File: config.mk
export PLATFORM = sky130hd
export DESIGN_NAME = hazard_scoreboard_flat
export DESIGN_NICKNAME = d
export VERILOG_FILES = /design/src/rtl/core_hazard_pkg.sv /design/src/rtl/hazard_scoreboard_if.sv /design/src/rtl/sb_fifo.sv /design/src/rtl/hazard_scoreboard.sv /design/src/flat_wrapper.sv
export SDC_FILE = /design/constraint.sdc
export NUM_CORES = 1
export LEC_CHECK = 0
export CORE_MARGIN = 10
export CORE_UTILIZATION = 55
export CTS_BUF_LIST = sky130_fd_sc_hd__clkbuf_16
export DETAILED_ROUTE_END_ITERATION = 8
export HOLD_SLACK_MARGIN = 0.15
export PLACE_DENSITY = 0.8
export REMOVE_ABC_BUFFERS = 1
export SYNTH_ARGS = -nofsm -noshare
export SYNTH_HDL_FRONTEND = slang
export SYNTH_SLANG_ARGS = --single-unit
File: constraint.sdc
create_clock -name clk -period 4 [get_ports clk]
set_clock_uncertainty 0.15 [all_clocks]
set_input_delay 0.6 -clock clk [delete_from_list [all_inputs] [get_ports clk]]
set_output_delay 0.6 -clock clk [all_outputs]
set_load 0.03 [all_outputs]
File: src/rtl/core_hazard_pkg.sv
// core_hazard_pkg: shared constants, width helper and stall/flush priority for hazard units
package core_hazard_pkg;

    localparam int REG_AW_DEF = 5;
    localparam int X0         = 0;

    typedef enum logic [1:0] {
        HZ_NONE,
        HZ_STALL,
        HZ_FLUSH
    } hz_action_e;

    function automatic int clog2(input int v);
        int r;
        r = 0;
        for (int i = 0; i < 31; i++) if ((1 << i) < v) r = i + 1;
        return r;
    endfunction

    // Flush always wins: a killed instruction must never hold the pipe.
    function automatic hz_action_e hz_resolve(input logic hazard, input logic flush);
        return flush ? HZ_FLUSH : (hazard ? HZ_STALL : HZ_NONE);
    endfunction

endpackage

File: src/rtl/hazard_scoreboard_if.sv
// hazard_scoreboard_if: decode-side hazard signals between core control and the hazard unit
interface hazard_scoreboard_if
    import core_hazard_pkg::*;
#(
    parameter int REG_AW   = REG_AW_DEF,
    parameter int MAX_PEND = 4
);
    localparam int CW = clog2(MAX_PEND) + 1;

    logic              issue_valid_id;
    logic [REG_AW-1:0] rs1_id;
    logic [REG_AW-1:0] rs2_id;
    logic              use_rs1_id;
    logic              use_rs2_id;
    logic [REG_AW-1:0] rd_id;
    logic              regwen_id;
    logic              memread_id;
    logic              mc_op_id;
    logic              mc_done;
    logic [REG_AW-1:0] mc_done_rd;
    logic              pcsrc_exe;
    logic              stall_if;
    logic              stall_id;
    logic              bubble_exe;
    logic              flush_if;
    logic              flush_id;
    logic [CW-1:0]     pend_count;
    logic              pend_full;
    logic              err_sb;

    modport master (
        output issue_valid_id, rs1_id, rs2_id, use_rs1_id, use_rs2_id, rd_id,
               regwen_id, memread_id, mc_op_id, mc_done, mc_done_rd, pcsrc_exe,
        input  stall_if, stall_id, bubble_exe, flush_if, flush_id, pend_count,
               pend_full, err_sb
    );

    modport slave (
        input  issue_valid_id, rs1_id, rs2_id, use_rs1_id, use_rs2_id, rd_id,
               regwen_id, memread_id, mc_op_id, mc_done, mc_done_rd, pcsrc_exe,
        output stall_if, stall_id, bubble_exe, flush_if, flush_id, pend_count,
               pend_full, err_sb
    );

endinterface

File: src/rtl/sb_fifo.sv
// sb_fifo: in-order FIFO of destination registers with parallel entry visibility
module sb_fifo
    import core_hazard_pkg::*;
#(
    parameter int DEPTH  = 4,
    parameter int REG_AW = 5
) (
    input  logic                         clk,
    input  logic                         reset_n,
    input  logic                         push_i,
    input  logic                         pop_i,
    input  logic [REG_AW-1:0]            push_rd_i,
    output logic [DEPTH-1:0]             valid_o,
    output logic [DEPTH-1:0][REG_AW-1:0] rd_o,
    output logic [REG_AW-1:0]            head_rd_o,
    output logic [clog2(DEPTH):0]        count_o,
    output logic                         full_o,
    output logic                         empty_o
);
    localparam int PW = clog2(DEPTH);
    localparam int CW = PW + 1;

    logic [PW-1:0]                wptr_q, wptr_d, rptr_q, rptr_d;
    logic [CW-1:0]                cnt_q, cnt_d;
    logic [DEPTH-1:0]             vld_q, vld_d;
    logic [DEPTH-1:0][REG_AW-1:0] mem_q, mem_d;
    logic                         do_push, do_pop;

    assign empty_o   = cnt_q == '0;
    assign full_o    = cnt_q == CW'(DEPTH);
    assign valid_o   = vld_q;
    assign rd_o      = mem_q;
    assign head_rd_o = mem_q[rptr_q];
    assign count_o   = cnt_q;

    // Next state; when full, a same-cycle push reuses the slot being popped, so set follows clear.
    always_comb begin
        do_pop  = pop_i & ~empty_o;
        do_push = push_i & (~full_o | do_pop);
        vld_d   = vld_q;
        mem_d   = mem_q;
        if (do_pop) vld_d[rptr_q] = 1'b0;
        if (do_push) begin
            vld_d[wptr_q] = 1'b1;
            mem_d[wptr_q] = push_rd_i;
        end
        wptr_d = wptr_q + PW'(do_push);
        rptr_d = rptr_q + PW'(do_pop);
        cnt_d  = cnt_q + CW'(do_push) - CW'(do_pop);
    end

    // FIFO state registers.
    always_ff @(posedge clk or negedge reset_n) begin
        if (!reset_n) begin
            wptr_q <= '0;
            rptr_q <= '0;
            cnt_q  <= '0;
            vld_q  <= '0;
            mem_q  <= '0;
        end else begin
            wptr_q <= wptr_d;
            rptr_q <= rptr_d;
            cnt_q  <= cnt_d;
            vld_q  <= vld_d;
            mem_q  <= mem_d;
        end
    end

endmodule

File: src/rtl/hazard_scoreboard.sv
// hazard_scoreboard: ID-stage stall/flush control with multi-cycle scoreboard, load-use window and branch flush
module hazard_scoreboard
    import core_hazard_pkg::*;
#(
    parameter int REG_AW   = REG_AW_DEF,
    parameter int MAX_PEND = 4,
    parameter int LOAD_LAT = 1,
    parameter int BR_FLUSH = 2
) (
    input logic                clk,
    input logic                reset_n,
    hazard_scoreboard_if.slave hz
);
    localparam int LW = (LOAD_LAT > 0) ? clog2(LOAD_LAT + 1) : 1;
    localparam int FW = (BR_FLUSH > 1) ? clog2(BR_FLUSH) : 1;
    localparam logic [REG_AW-1:0] XZ = REG_AW'(X0);

    logic [MAX_PEND-1:0]             sb_vld;
    logic [MAX_PEND-1:0][REG_AW-1:0] sb_rd;
    logic [REG_AW-1:0]               head_rd;
    logic                            sb_empty, sb_full, push, issue, load_arm;
    logic                            flush_req, stall, flush;
    logic                            m_rs1, m_rs2, m_rd;
    logic                            raw_mc, waw_mc, full_mc, raw_ld, hazard;
    logic [LW-1:0]                   load_cnt_q, load_cnt_d;
    logic [REG_AW-1:0]               load_rd_q, load_rd_d;
    logic [FW-1:0]                   flush_cnt_q, flush_cnt_d;
    logic                            err_q, err_d;
    hz_action_e                      act;

    sb_fifo #(.DEPTH(MAX_PEND), .REG_AW(REG_AW)) u_fifo (
        .clk       (clk),
        .reset_n   (reset_n),
        .push_i    (push),
        .pop_i     (hz.mc_done),
        .push_rd_i (hz.rd_id),
        .valid_o   (sb_vld),
        .rd_o      (sb_rd),
        .head_rd_o (head_rd),
        .count_o   (hz.pend_count),
        .full_o    (sb_full),
        .empty_o   (sb_empty)
    );

    // Compare ID registers against every live entry, including one retiring this cycle.
    always_comb begin
        m_rs1 = 1'b0;
        m_rs2 = 1'b0;
        m_rd  = 1'b0;
        for (int i = 0; i < MAX_PEND; i++) begin
            m_rs1 |= sb_vld[i] && sb_rd[i] == hz.rs1_id;
            m_rs2 |= sb_vld[i] && sb_rd[i] == hz.rs2_id;
            m_rd  |= sb_vld[i] && sb_rd[i] == hz.rd_id;
        end
        m_rs1 &= hz.rs1_id != XZ;
        m_rs2 &= hz.rs2_id != XZ;
        m_rd  &= hz.rd_id != XZ;
    end

    // Hazard detection and stall/flush resolution; outputs forced low while in reset.
    always_comb begin
        raw_mc    = hz.use_rs1_id & m_rs1 | hz.use_rs2_id & m_rs2;
        waw_mc    = hz.regwen_id & m_rd;
        full_mc   = hz.mc_op_id & sb_full & ~hz.mc_done;
        raw_ld    = (load_cnt_q != '0) & (hz.use_rs1_id & (hz.rs1_id == load_rd_q)
                                        | hz.use_rs2_id & (hz.rs2_id == load_rd_q));
        hazard    = hz.issue_valid_id & (raw_mc | waw_mc | full_mc | raw_ld);
        flush_req = hz.pcsrc_exe | (flush_cnt_q != '0);
        act       = reset_n ? hz_resolve(hazard, flush_req) : HZ_NONE;
        stall     = act == HZ_STALL;
        flush     = act == HZ_FLUSH;
        issue     = hz.issue_valid_id & ~stall & ~flush;
        push      = issue & hz.mc_op_id & hz.regwen_id & (hz.rd_id != XZ);
        load_arm  = issue & hz.memread_id & hz.regwen_id & (hz.rd_id != XZ);
    end

    assign hz.stall_if   = stall;
    assign hz.stall_id   = stall;
    assign hz.bubble_exe = stall;
    assign hz.flush_if   = flush;
    assign hz.flush_id   = flush;
    assign hz.pend_full  = sb_full;
    assign hz.err_sb     = err_q;

    // Counter next state: load window and flush window count down every cycle regardless of stall.
    always_comb begin
        load_cnt_d  = load_arm ? LW'(LOAD_LAT)
                    : (load_cnt_q != '0) ? load_cnt_q - LW'(1) : load_cnt_q;
        load_rd_d   = load_arm ? hz.rd_id : load_rd_q;
        flush_cnt_d = hz.pcsrc_exe ? FW'(BR_FLUSH - 1)
                    : (flush_cnt_q != '0) ? flush_cnt_q - FW'(1) : flush_cnt_q;
        err_d       = err_q | hz.mc_done & (sb_empty | (hz.mc_done_rd != head_rd));
    end

    // Load window, flush window and sticky protocol error registers.
    always_ff @(posedge clk or negedge reset_n) begin
        if (!reset_n) begin
            load_cnt_q  <= '0;
            load_rd_q   <= '0;
            flush_cnt_q <= '0;
            err_q       <= 1'b0;
        end else begin
            load_cnt_q  <= load_cnt_d;
            load_rd_q   <= load_rd_d;
            flush_cnt_q <= flush_cnt_d;
            err_q       <= err_d;
        end
    end

endmodule

File: src/flat_wrapper.sv
// flat-port wrapper written by rule: the top's interface ports become plain ports
module hazard_scoreboard_flat import core_hazard_pkg::*;
#(
    parameter int REG_AW   = REG_AW_DEF,
    parameter int MAX_PEND = 4,
    parameter int LOAD_LAT = 1,
    parameter int BR_FLUSH = 2
)
  (clk, reset_n, hz_issue_valid_id, hz_rs1_id, hz_rs2_id, hz_use_rs1_id, hz_use_rs2_id, hz_rd_id, hz_regwen_id, hz_memread_id, hz_mc_op_id, hz_mc_done, hz_mc_done_rd, hz_pcsrc_exe, hz_stall_if, hz_stall_id, hz_bubble_exe, hz_flush_if, hz_flush_id, hz_pend_count, hz_pend_full, hz_err_sb);
  hazard_scoreboard_if #(.REG_AW(REG_AW), .MAX_PEND(MAX_PEND)) hz_i ();
  input logic clk;
  input logic reset_n;
  input wire logic [$bits(hz_i.issue_valid_id)-1:0] hz_issue_valid_id;
  input wire logic [$bits(hz_i.rs1_id)-1:0] hz_rs1_id;
  input wire logic [$bits(hz_i.rs2_id)-1:0] hz_rs2_id;
  input wire logic [$bits(hz_i.use_rs1_id)-1:0] hz_use_rs1_id;
  input wire logic [$bits(hz_i.use_rs2_id)-1:0] hz_use_rs2_id;
  input wire logic [$bits(hz_i.rd_id)-1:0] hz_rd_id;
  input wire logic [$bits(hz_i.regwen_id)-1:0] hz_regwen_id;
  input wire logic [$bits(hz_i.memread_id)-1:0] hz_memread_id;
  input wire logic [$bits(hz_i.mc_op_id)-1:0] hz_mc_op_id;
  input wire logic [$bits(hz_i.mc_done)-1:0] hz_mc_done;
  input wire logic [$bits(hz_i.mc_done_rd)-1:0] hz_mc_done_rd;
  input wire logic [$bits(hz_i.pcsrc_exe)-1:0] hz_pcsrc_exe;
  output wire logic [$bits(hz_i.stall_if)-1:0] hz_stall_if;
  output wire logic [$bits(hz_i.stall_id)-1:0] hz_stall_id;
  output wire logic [$bits(hz_i.bubble_exe)-1:0] hz_bubble_exe;
  output wire logic [$bits(hz_i.flush_if)-1:0] hz_flush_if;
  output wire logic [$bits(hz_i.flush_id)-1:0] hz_flush_id;
  output wire logic [$bits(hz_i.pend_count)-1:0] hz_pend_count;
  output wire logic [$bits(hz_i.pend_full)-1:0] hz_pend_full;
  output wire logic [$bits(hz_i.err_sb)-1:0] hz_err_sb;
  assign hz_i.issue_valid_id = hz_issue_valid_id;
  assign hz_i.rs1_id = hz_rs1_id;
  assign hz_i.rs2_id = hz_rs2_id;
  assign hz_i.use_rs1_id = hz_use_rs1_id;
  assign hz_i.use_rs2_id = hz_use_rs2_id;
  assign hz_i.rd_id = hz_rd_id;
  assign hz_i.regwen_id = hz_regwen_id;
  assign hz_i.memread_id = hz_memread_id;
  assign hz_i.mc_op_id = hz_mc_op_id;
  assign hz_i.mc_done = hz_mc_done;
  assign hz_i.mc_done_rd = hz_mc_done_rd;
  assign hz_i.pcsrc_exe = hz_pcsrc_exe;
  assign hz_stall_if = hz_i.stall_if;
  assign hz_stall_id = hz_i.stall_id;
  assign hz_bubble_exe = hz_i.bubble_exe;
  assign hz_flush_if = hz_i.flush_if;
  assign hz_flush_id = hz_i.flush_id;
  assign hz_pend_count = hz_i.pend_count;
  assign hz_pend_full = hz_i.pend_full;
  assign hz_err_sb = hz_i.err_sb;
  hazard_scoreboard #(.REG_AW(REG_AW), .MAX_PEND(MAX_PEND), .LOAD_LAT(LOAD_LAT), .BR_FLUSH(BR_FLUSH)) u_core (.clk(clk), .reset_n(reset_n), .hz(hz_i));
endmodule
After elaboration in Yosys (flattened, before gate mapping)
Cells that the tools add are included.
- register bits: 39
- logic and storage cells: 125
- input bits: 30
- output and inout port bits: 10
- bitwise gates (word level): 49
- reductions and logical operators: 18
- add/sub/neg operators: 6
- equality and inequality tests: 18
- muxes and demuxes: 18
- order comparisons: 4
- operator list (kind ; number):
    5-bit == test ; 14
    1-bit bitwise AND ; 23
    20-bit bitwise mux ; 1
    1-bit OR ; 18
    5-bit nonzero test ; 3
    1-bit logical AND ; 14
    5-bit binary-select mux with 2-bit select ; 1
    5-bit demux with 2-bit select ; 1
    5-bit two-way mux ; 2
    4-bit two-way mux ; 2
    1-bit two-way mux ; 7
    2-bit by 3-bit less-than comparator with 1-bit output, second input constant ; 2
    5-bit != test ; 1
    1-bit inverter ; 5
    2-bit by 1-bit adder with 2-bit output ; 2
    4-bit bitwise AND ; 1
    1-bit demux with 2-bit select ; 2
    2-bit by 1-bit >= comparator with 1-bit output, second input constant ; 2
    2-bit two-way mux ; 2
    4-bit inverter ; 1
    4-bit OR ; 1
    3-bit by 1-bit adder with 3-bit output ; 1
    3-bit == test, second input constant ; 1
    3-bit logical NOT ; 1
    4 further kinds ; 5

Logic depth before layout (Yosys ltp)
Gate-level depths: netlist (run 1).
- depth after elaboration: 25
- depth in mapped cells: 15
- depth with buffers taken out: 13

Modules after synthesis
A second synthesis (run 1) with hierarchy kept.
- cell total of the unflattened synthesis: 258
- area, all modules: 2813.9 um^2
- by module, submodules not included (module ; seq. area each (um^2) ; area an instance (um^2) ; cells each ; times used):
    sb_fifo ; 775.7 ; 1435.1 ; 95 ; 1
    hazard_scoreboard ; 200.2 ; 1378.8 ; 163 ; 1

Worst setup path after synthesis (run 1)
OpenSTA, ideal clock, no wires.
- kind: reg2reg
- start: register u_core.u_fifo.cnt_q[1] (netlist: u_core.u_fifo.count_o[1])
- end: register u_core.u_fifo.cnt_q[2] (netlist: u_core.u_fifo.count_o[2])
- data arrival time: 3.229 ns
- data required time: 3.713 ns
- stages on the path, launching flop included: 13
- period minus slack after synthesis: 3.516 ns
- setup time: 0.137 ns
- buffers on the path: 1
- setup slack: 0.484 ns
- path through: dfrtp_1 -> nor3b_1 -> nor2b_1 -> a21oi_1 -> a41o_1 -> buf_6 -> nand2_1 -> xnor2_1 -> ha_1 -> inv_1 -> fa_1 -> xnor2_1 -> xnor2_1
- cells in the longest elaborated chain, start to end: 19
- elaborated cells between the ends (all ways): 26
- those cells by class: add/sub: 2; eq/ne: 3; mux: 3; bitwise: 17; reduce/logical: 1
- RTL lines (item ; line ; text):
    start, declared ; sb_fifo.sv:24 ; logic [CW-1:0] cnt_q, cnt_d;
    start signal, assigned ; sb_fifo.sv:63 ; cnt_q <= cnt_d;
    3-bit == test (*) ; sb_fifo.sv:30 ; assign full_o = cnt_q == CW'(DEPTH);
    named net hz_pend_full ; flat_wrapper.sv:31 ; output wire logic [$bits(hz_i.pend_full)-1:0] hz_pend_full;
    1-bit bitwise AND (2 in series) ; hazard_scoreboard.sv:64 ; full_mc = hz.mc_op_id & sb_full & ~hz.mc_done;
    1-bit OR (2 in series) ; hazard_scoreboard.sv:67 ; hazard = hz.issue_valid_id & (raw_mc | waw_mc | full_mc | raw_ld);
    1-bit bitwise AND ; hazard_scoreboard.sv:67 ;
    1-bit two-way mux ; core_hazard_pkg.sv:22 ; return flush ? HZ_FLUSH : (hazard ? HZ_STALL : HZ_NONE);
    2-bit two-way mux ; core_hazard_pkg.sv:22 ;
    2-bit two-way mux ; hazard_scoreboard.sv:69 ; act = reset_n ? hz_resolve(hazard, flush_req) : HZ_NONE;
    2-bit by 1-bit == test with 1-bit output ; hazard_scoreboard.sv:70 ; stall = act == HZ_STALL;
    1-bit inverter ; hazard_scoreboard.sv:72 ; issue = hz.issue_valid_id & ~stall & ~flush;
    1-bit bitwise AND (2 in series) ; hazard_scoreboard.sv:72 ;
    1-bit bitwise AND (3 in series) ; hazard_scoreboard.sv:73 ; push = issue & hz.mc_op_id & hz.regwen_id & (hz.rd_id != XZ);
    1-bit bitwise AND (*) ; sb_fifo.sv:39 ; do_push = push_i & (~full_o | do_pop);
    3-bit by 1-bit adder with 3-bit output (*) ; sb_fifo.sv:49 ; cnt_d = cnt_q + CW'(do_push) - CW'(do_pop);
    3-bit by 1-bit subtractor with 3-bit output (*) ; sb_fifo.sv:49 ;
    named net u_core.u_fifo.cnt_d[2] ; sb_fifo.sv:24 ;
The timed path passes the listed nets; every way through them passes the cells marked *.
A chain may end at the register's enable or synchronous reset.

Worst setup path after layout (run 1)
- start: input port hz_rs2_id[3]
- end: output port hz_stall_id
- cells in the longest elaborated chain, start to end: 16
- elaborated cells between the ends (all ways): 27
- those cells by class: eq/ne: 6; mux: 3; bitwise: 13; reduce/logical: 5
- RTL lines (item ; line ; text):
    start, declared ; flat_wrapper.sv:15 ; input wire logic [$bits(hz_i.rs2_id)-1:0] hz_rs2_id;
    5-bit == test ; hazard_scoreboard.sv:52 ; m_rs2 |= sb_vld[i] && sb_rd[i] == hz.rs2_id;
    1-bit logical AND ; hazard_scoreboard.sv:52 ;
    1-bit OR (3 in series) ; hazard_scoreboard.sv:52 ;
    1-bit bitwise AND ; hazard_scoreboard.sv:56 ; m_rs2 &= hz.rs2_id != XZ;
    1-bit bitwise AND ; hazard_scoreboard.sv:62 ; raw_mc = hz.use_rs1_id & m_rs1 | hz.use_rs2_id & m_rs2;
    1-bit OR ; hazard_scoreboard.sv:62 ;
    1-bit OR (2 in series) ; hazard_scoreboard.sv:67 ;
    1-bit OR (*) ; hazard_scoreboard.sv:67 ;
    1-bit bitwise AND (*) ; hazard_scoreboard.sv:67 ;
    1-bit two-way mux (*) ; core_hazard_pkg.sv:22 ;
    2-bit two-way mux (*) ; core_hazard_pkg.sv:22 ;
    2-bit two-way mux (*) ; hazard_scoreboard.sv:69 ;
    2-bit by 1-bit == test with 1-bit output (*) ; hazard_scoreboard.sv:70 ;
    end, declared ; flat_wrapper.sv:26 ; output wire logic [$bits(hz_i.stall_id)-1:0] hz_stall_id;
Mark *: on every way between the ends. The rest lies on a longest branch, timed or not.

==> metrics.txt, run 1 <==
CP bufs+invs=4; leak pwr=1.52 nW; core area=5040 um2; ys async rst share=100%; Synth Warn #=0; setup repair bufs after CTS=0; Ports=40; Yosys cell types=35; Resized Gates After CTS=0; routed length per instance=19.9 um; EDFF count, synth=0; RePlAce Congestion=0.892; FMAX=276 MHz; DRC viols=0; die height=91.7 um; hold_buf cts=0; largest net degree at the start of global routing=41; Worst slew margin=62.9%; Min-Delay Path Class=reg -> reg; Area Overhead vs Synth=19.7%; CTS Sinks=39; Critical Path Most Common Cell=buf_4; critical path peak fanout=8; final std cells w/o fill=361; share of layout cells above drive strength 1=16.2%; Final Instance Area=3390 um2; Post-DP Area=3250 um2; die area=8420 um2; r2r worst-path depth=13; post-route ant nets=0; RSZ-0062 raised after global routing=no; register area share after synthesis=34.5%; Yosys top cell by area=dfrtp_1; DR iter-0 viols=162; pre-CTS setup slack=0.174 ns; most common flop cell mapped by yosys=dfrtp_1; kind of critical path=in -> out; max incr delay on CP=0.57 ns; VDD IR-drop max=0.463 mV; critical path depth=10; Cell Pwr Density=624 nW/um2; Clock Latency Late Sink=0.28 ns; dpl cells=354; period utilisation layout=90.7%; Worst Max-Slew Pin Slew=0.555 ns; vias in the first global route=2279; CTS H-tree lvls=2; cts bufs inserted=5; Row Count=26; Initial Util=56.1%; GRT Residual Overflow=0; CTS root buffer=clkbuf_16; critical path capture point type=output pin; most frequent cells in the layout=xor2_1, dfrtp_1, clkdlybuf4s50_1; synthesized area=2830 um2; global-route wire length before repair=12200 um; Worst setup SP type=primary input; Final Max Tran Viols=0; Setup TNS=0 ns; Critical Path RT=3.25 ns; Port Buffers=39; hpwl dp=5500 um; critical path's slowest cell=clkdlybuf4s50_1; Post-Route WL=7190 um; vias per inst=5.65; Pre-antenna DRT Iters=4; initial antenna violation count=0; Post-Syn Area per Cell=11.1 um2; Synth Register Bits=39; Worst Path Arrival=2.88 ns; CTS tree=done; commonest non-fill, non-tap cell in the layout=xor2_1; Synth Instances=256; Final Hold Viols=0; top-area cell type share of the netlist area=34.5%; Overall Global Routing Usage=17.9%; PnR worst setup slack=0.372 ns; Crit path max-delay family=buffers and inverters; status=completed; Diodes inserted=0; max_cap viols=0; synth top area cells=dfrtp_1, xor2_1, mux2_4; Vias=2041; Worst Hold Depth=1; fin crit period=3.63 ns; Die Span X=91.7 um; clk slew on worst S/H paths=0.06 ns; endpoints failing setup=0; CP Cell Sequence=clkdlybuf4s50_1, xor2_1, nor4_1, nand3_1, nand4_1, a32oi_1, a41o_1, buf_4, inv_1, buf_4; clk buf depth=2; nets=324
-- synth_stat cells (all sizes together), types with 2 or more instances --
cell    instances
a21oi           2
buf            13
clkbuf          8
dfrtp          39
ha              2
inv             7
mux2           25
mux4            5
nand2          10
nand3          20
nand4           6
nand4b          2
nor2            5
nor3            2
nor3b           2
nor4           14
o21ai           2
or4             2
xnor2          25
xor2           56
-- where the power goes --
group | internal (mW) | switching [mW] | total, mW
logic | 0.509 | 0.349 | 0.858
registers | 0.552 | 0.323 | 0.874
clock network | 0.227 | 0.156 | 0.383
total | 1.29 | 0.827 | 2.11
-- cell families after synthesis --
logic type	after synthesis	synth area share [%]
compound gates	10	2.43
flops	39	34.5
xor+xnor	81	25.1
mux	30	15.9
fa+ha+maj	3	1.59
buf+inv	28	5.22
simple gates	65	15.3
-- flip-flops by register name, summed over array words and instances, names as in the netlist --
register               cells
u_core.u_fifo.valid_o      4
u_core.flush_cnt_q         1
u_core.load_rd_q           5
u_core.u_fifo.count_o      3
u_core.u_fifo.wptr_q       2
u_core.u_fifo.rptr_q       2
u_core.load_cnt_q          1
u_core.u_fifo.rd_o        20
u_core.hz.err_sb           1
-- path summary, 6_finish.rpt --
path	endpoint	startpoint	slack, ns
min reg2reg	u_core.hz.err_sb	u_core.hz.err_sb	0.30
min in group asynchronous	u_core.u_fifo.rd_o[9]	reset_n	0.32
max reg2reg	u_core.u_fifo.count_o[2]	u_core.u_fifo.rd_o[9]	0.85
max	hz_stall_id	hz_rs2_id[3]	0.37
min	u_core.hz.err_sb	u_core.hz.err_sb	0.30
max in group asynchronous	u_core.load_cnt_q	reset_n	3.01
-- cell type report --
type                       instances  area, um2
multi-input combinational        189       1710
fill                             408       1650
sequential                        39        976
inverter                           7       26.3
timing repair buffer              49        453
clock buffer                       5        125
clock inverter                     2       13.8
tap                               70       87.6
-- metrics by stage --
stage	utilization [%]	hold slack, ns	power (mW)
after CTS	67.2	0.306	2.12
after detailed placement	64.4	0.293	1.73
after global routing	67.2	0.322	2.25
final	67.2	0.301	2.11
after global placement	64.4	0.291	1.70
after floorplan	-	0.154	1.43
-- layer usage --
layer / wire (um) / global-route usage (%)
met1: 3160 / 23.0
met2: 3570 / 29.6
met3: 372 / 3.99
met4: 89 / 5.01
met5: 0 / 0
Note: power is estimated with default switching activity, not from simulation.
==> run 2: changes to the inputs <==
Settings changed: ABC_CLOCK_PERIOD_IN_PS set to 4000, HOLD_SLACK_MARGIN 0.15 to 0.02.
==> results of run 2 <==
Final layout, timing and power as in run 1 (identical DEF).
